==> config.mk <==
export PLATFORM = sky130hd
export DESIGN_NAME = full_adder
export DESIGN_NICKNAME = d
export VERILOG_FILES = /design/src/rtl/full_adder.sv
export SDC_FILE = /design/constraint.sdc
export NUM_CORES = 1
export LEC_CHECK = 0
export ABC_CLOCK_PERIOD_IN_PS = 800
export CORE_ASPECT_RATIO = 1.75
export CORE_MARGIN = 1.5
export CORE_UTILIZATION = 43
export CTS_BUF_LIST = sky130_fd_sc_hd__clkbuf_16
export CTS_CLUSTER_SIZE = 8
export DETAILED_ROUTE_END_ITERATION = 10
export HOLD_SLACK_MARGIN = 0.05
export PLACE_DENSITY = 0.89
export SLEW_MARGIN = 20
export SYNTH_ARGS = -nofsm -noshare
export SYNTH_HDL_FRONTEND = slang
export SYNTH_SLANG_ARGS = --single-unit
==> constraint.sdc <==
create_clock -name clk -period 0.8 [get_ports clk]
set_input_delay 0.2 -clock clk [delete_from_list [all_inputs] [get_ports clk]]
set_output_delay 0.2 -clock clk [all_outputs]
set_load 0.02 [all_outputs]
==> src/rtl/full_adder.sv <==
// Registered width-bit adder with gated carry-in; optional signed overflow output when FULL_ADDER_OVF_EN is defined.
// Latency 1 cycle, one result per cycle, no backpressure (ack is a plain valid flag).
module full_adder #(
  parameter int width = 16
) (
  input  logic             clk,
  input  logic             reset,
  input  logic [width-1:0] a,
  input  logic [width-1:0] b,
  input  logic             carry_in,
  input  logic             carry_listen,
  input  logic             on_off,
  output logic [width-1:0] c,
  output logic             carry_out,
  output logic             ack
`ifdef FULL_ADDER_OVF_EN
  ,
  output logic             overflow
`endif
);

  logic [width-1:0] c_d, c_q;
  logic             carry_out_d, carry_out_q;
  logic             ack_d, ack_q;
  logic             cin_eff;
  logic [width:0]   sum;

  always_comb begin
    cin_eff     = carry_in & carry_listen;
    sum         = {1'b0, a} + {1'b0, b} + {{width{1'b0}}, cin_eff};
    c_d         = '0;
    carry_out_d = 1'b0;
    ack_d       = 1'b0;
    // A disabled adder drives cleared outputs regardless of the operands.
    if (on_off) begin
      c_d         = sum[width-1:0];
      carry_out_d = sum[width];
      ack_d       = 1'b1;
    end
  end

  always_ff @(posedge clk or negedge reset) begin
    if (!reset) begin
      c_q         <= '0;
      carry_out_q <= 1'b0;
      ack_q       <= 1'b0;
    end else begin
      c_q         <= c_d;
      carry_out_q <= carry_out_d;
      ack_q       <= ack_d;
    end
  end

  assign c         = c_q;
  assign carry_out = carry_out_q;
  assign ack       = ack_q;

`ifdef FULL_ADDER_OVF_EN
  logic overflow_d, overflow_q;

  // Signed overflow: like-signed operands producing a result of the opposite sign.
  always_comb begin
    overflow_d = 1'b0;
    if (on_off) begin
      overflow_d = (a[width-1] == b[width-1]) && (sum[width-1] != a[width-1]);
    end
  end

  always_ff @(posedge clk or negedge reset) begin
    if (!reset) begin
      overflow_q <= 1'b0;
    end else begin
      overflow_q <= overflow_d;
    end
  end

  assign overflow = overflow_q;
`endif

endmodule

* Yosys cells after proc, flatten, opt, wreduce, memory -nomap -nowiden
Index checks and enable logic that the tools add are counted.
Word-level totals: flip-flop bits (word level) 18, output and inout bits 18, input port bits 37, word-level logic and storage cells 9
Cells by class: bitwise logic cells 1, multiplexer cells 3, add/subtract/negate cells 2
Operators by type and width (number):
- adder 16 x 16 -> 17 bit | 1
- adder 17 x 1 -> 17 bit | 1
- two-way mux 16 bit | 1
- two-way mux 1 bit | 2
- AND 1 bit | 1

* Depth between registers and ports, before layout
depth after elaboration 3, gate-level depth with buffers 9, gate-level depth less buffers 9

* Worst setup path before layout
OpenSTA, ideal clock, no wires.
path kind input-to-reg, start point input a[0], end point register c_q[14], in the netlist c[14], path buffers 0, setup time 0.133 ns, cell stages on the path 9, data required time 0.667 ns, path slack -1.242 ns, arrival time 1.909 ns, cell sequence inv_1 -> fa_1 -> fa_1 -> nor2b_4 -> o21bai_1 -> a31oi_1 -> a41oi_1 -> xnor2_1 -> nor2_1
On the way: word-level cells in the longest chain between the ends 3
RTL lines:
- from (decl) | line 8 | input logic [width-1:0] a,
- adder 16 x 16 -> 17 bit | line 30 | sum = {1'b0, a} + {1'b0, b} + {{width{1'b0}}, cin_eff};
- adder 17 x 1 -> 17 bit | line 30
- two-way mux 16 bit | line 35 | if (on_off) begin
- net c_d[14] | line 22 | logic [width-1:0] c_d, c_q;
- to (signal assigned) | line 44 | c_q <= '0;
- to (signal assigned) | line 48 | c_q <= c_d;
- to (decl) | line 22
The timed path passes the listed nets, and every way through them passes these cells.

* Worst setup path in the final report
start point input a[0], end point register carry_out_q, in the netlist carry_out
On the way: word-level cells in the longest chain between the ends 3
RTL lines:
- adder 16 x 16 -> 17 bit | line 30
- adder 17 x 1 -> 17 bit | line 30
- two-way mux 1 bit | line 35
- net carry_out_d | line 23 | logic carry_out_d, carry_out_q;
- to (signal assigned) | line 49 | carry_out_q <= carry_out_d;
- to (decl) | line 23
The timed path passes the listed nets, and every way through them passes these cells.

==> results.txt <==
The post-synthesis share of cell area spent on xor and xnor gates is approximately 3.9%. The slew of the pin with the lowest slew margin is about 0.32 ns. The number of rows created at floorplan is 26. The post-layout total power came out at 4.151 mW. The total length of routed wires is 5.967 mm. The number of antenna violations at the first check in global routing is 0. The detailed-router iteration count before antenna repair is 4. The count of max-cap constraint violations came out at 0. Once detail routing completed, the nets flagged for antenna violations numbered 0. The adder-cell share of the synthesized area is 16.90%. The netlist uses 36 different library cells. Excluding fillers, the count of instances in the completed layout stands at 274. Setup repair after global routing could not meet its margin everywhere. Relative to the synthesized area, the layout overhead comes to 98.33%. The post-route netlist has a little under three fifths of its cells at a drive strength greater than 1. The total length of routed met2 wires is 3.356 mm. The global placer's final weighted congestion came out at around 0.83. The total number of clock tree sinks is 18. The HPWL after detailed placement came out at about 3.3 mm. The number of DRC violations after detailed routing came out at 0. Synthesis produced a netlist whose cell count is 134. After synthesis, flip-flops and latches occupy 33.43% of the total area. Buffers placed on the I/O ports in this run total 54.

The starting density of the core is 45.52%. The number of cells traversed by the worst hold path came out at 1. The setup violation total in the final timing report is 34. The largest incremental delay on the critical path is 0.42 ns.

The total negative slack came out at -18.54 ns. The power share of the clock group came out at 25.3%. The max-slew violation count came out at 0. The combinational share of power came out at 48.7%. The slowest stage of the critical path is the fa_2 cell.

The analysis attributes to net switching a power of 1.393 mW. Static timing analysis puts the maximum clock frequency at between 0.5 and 0.6 GHz. The antenna cell count is 0.

Before CTS, the worst setup slack after placement is -1.888 ns. The final reports fail on negative setup slack. The area of the core came out at between 2000 and 3000 um2.

The aggregate global routing overflow came out at 0. Leaving out fill and tap cells, the most frequent cell in the layout is buf_4. The switching part of the total is 33.56%.

Measured on the finished design, the core utilization comes to 90.28%. The internal cell power is ~2.8 mW. The clock buffer count from CTS is 3. The H-tree level count is 1. The type of origin of the critical path is an input port. The synthesized area divided by synthesized cell count is 10.06 um2. The highest routing layer actually used is met4.

The routed layout has roughly 1600 vias. The startpoint identified for the worst hold timing path is on_off. The part of the power in registers came out at 26.0%. The share of the cycle needed by the critical path after routing is 249.8%. The global-route wire length before repair is 8.983 mm.

The number of nets produced by synthesis is 188. The arrival time of data at the critical path endpoint came out at 2.16 ns. The power density of the placed cells is 1553 nW/um2.

The signal on the critical path passes through buf_8 -> inv_8 -> fa_2 -> fa_2 -> nor2b_4 -> o21bai_4 -> a21boi_2 -> a31o_4 -> a21boi_4 -> o32ai_2. Global routing used 36.53% of the available tracks across all layers. Across the VDD grid, the largest voltage drop is 1606 uV. The horizontal die dimension is 45.32 um. The total placed cells including tap cells is 255. The total area of sequential cells came out at 450.4 um2. The Yosys step of the flow raised 0 warnings. The run finished, with violations left. The area used by multi-input combinational logic is between 1000 and 1500 um2. The worst slew margin relative to its limit is 78.65%. TritonCTS built the clock tree.

The leakage dissipation is 1.223 nW. Of the total synthesized cell area, the portion taken by AND, OR, NAND and NOR gates is 15.97%. The multiplexer share of the synthesized area came out at 3.714%. STA classifies the critical path endpoint as a flop.

The number of global-route vias before repair came out at 1770. The most repeated library cell on the critical path is fa_2. The clock-pin slew on the worst setup and hold paths is about 0.050 ns. For the worst setup path, the data required time is roughly 0.96 ns. After synthesis the cells add up to roughly 1300 um2.

The tightest min-delay check is of the in2reg type. The setup path with the least slack is of type in2reg. The number of DRC markers in iteration 0 came out at 69. In the layout the commonest cells are buf_4 (38), buf_6 (23), dfrtp_1 (18). The total count of hold-check failures in the final report came out at 0. The number of vias per cell after detailed routing came out at about 5.7. The routed design could run at a clock period as short as 1.999 ns. The die covers 3492 um2. Counting flops and latches in the post-synthesis netlist gives 18. The total of fill cells in the finished design is 109.

The average wire length per cell after detail routing is 21.78 um. The maximum number of buffers from clock root to sink came out at 2. The die is between 70 and 80 um tall. The worst setup margin is -1.199 ns. Entering global routing, the biggest net connects 19 pins.

The final layout contains about 290 nets. By area, the combinational part of the netlist is dominated by compound AO/OA/AOI/OAI gates. The tree is rooted in a clkbuf_16.

The I/O pin total is 55. Along the worst path, the maximum fanout reaches 2. The source of the critical timing path is a[0]. The length of routed met3 wiring is 200 um. The compound-gate portion of the synthesized area is 23.31%. The detailed-routing wirelength on met1 is 1.905 mm.
[final timing paths]
kind / endpoint / slack, ns
setup / recovery: carry_out / -1.20
hold / removal: ack / 0.17
max in group asynchronous: c[12] / 0.38
min in group asynchronous: c[13] / 0.28
[sequential cells by signal, summed over array words and instances (netlist names)]
signal     flops
ack            1
c             16
carry_out      1
[routing by layer]
layer,global-route usage (%),vias to the layer above
met5,0,-
met4,24.12,0
met3,3.529,38
met2,66.29,84
met1,35.67,775
li1,-,677
[power by group through the flow]
stage / registers, mW / clock network (mW) / logic (mW)
floorplan: 1.20 / 0 / 0.629
global placement: 1.06 / 0 / 1.46
detailed placement: 1.07 / 0 / 1.52
CTS: 1.08 / 1.03 / 1.82
global route: 1.08 / 1.09 / 2.11
finish: 1.08 / 1.05 / 2.02
[cell type report]
class,count,area share [%]
Multi-Input combinational cell,106,44.38
Timing Repair Buffer,96,32.30
Sequential cell,18,16.85
Clock buffer,3,2.809
Tap cell,42,1.966
Inverter,8,1.545
Clock inverter,1,0.1404
[timing repair]
action / in CTS / in global routing
pin swaps: 26 / 13
setup endpoints to repair: 35 / 35
setup buffers: 12 / 5
hold buffers: 0 / 0
resized for setup: 206 / 11
[critical path: cells and delay by family]
family,cells,cell delay [ns]
buffers and inverters,2,0.12
AOI/OAI and AO/OA,5,0.84
adders and majority gates,2,0.82
and+or+nand+nor,1,0.19
[stage by stage]
stage	cell area [um2]	hold WS (ns)
6_report	2673	0.1671
3_3_place_gp	2205	0.5486
4_1_cts	2608	0.2717
5_1_grt	2673	0.1756
2_1_floorplan	1404	-0.09559
3_5_place_dp	2205	0.5519
[Yosys cell counts]
| cell | n | area share, % |
|---|---|---|
| o41ai_2 | 1 | 1.2 |
| and3_4 | 2 | 1.7 |
| o21a_1 | 2 | 1.1 |
| nand2_1 | 11 | 3.1 |
| a21o_1 | 4 | 2.2 |
| a31o_1 | 1 | 0.65 |
| and2_1 | 2 | 0.93 |
| nor3_1 | 5 | 1.9 |
| nand3_1 | 2 | 0.74 |
| or2b_1 | 1 | 0.56 |
| a31o_4 | 1 | 1.3 |
| o32ai_2 | 1 | 1.2 |
| nor2b_1 | 2 | 0.93 |
| mux2i_1 | 5 | 3.7 |
| o21ai_0 | 4 | 1.5 |
| a21oi_2 | 2 | 1.3 |
| inv_1 | 8 | 2.2 |
| a41oi_2 | 2 | 2.4 |
| clkbuf_1 | 2 | 0.56 |
| a21boi_1 | 1 | 0.56 |
| xnor2_1 | 6 | 3.9 |
| ha_1 | 15 | 14 |
| fa_1 | 2 | 3.0 |
| a41oi_1 | 1 | 0.65 |
| o21ai_1 | 2 | 0.74 |
| o211ai_2 | 1 | 0.93 |
| a21boi_2 | 2 | 1.7 |
| and2_4 | 1 | 0.65 |
| nor2b_4 | 1 | 1.0 |
| a21oi_1 | 7 | 2.6 |
| a31oi_1 | 2 | 0.93 |
| dfrtp_1 | 18 | 33 |
| o21bai_1 | 3 | 1.7 |
| nor2_1 | 8 | 2.2 |
| a31o_2 | 1 | 0.65 |
| nand2b_1 | 5 | 2.3 |
[kinds of logic after synthesis]
kind of cell,after synthesis
AND/OR/NAND/NOR,40
AO/OA/AOI/OAI,38
flip-flops,18
adder cells (fa/ha/maj),17
buffers and inverters,10
XOR/XNOR,6
multiplexers,5
Note: power is estimated with default switching activity, not from simulation.
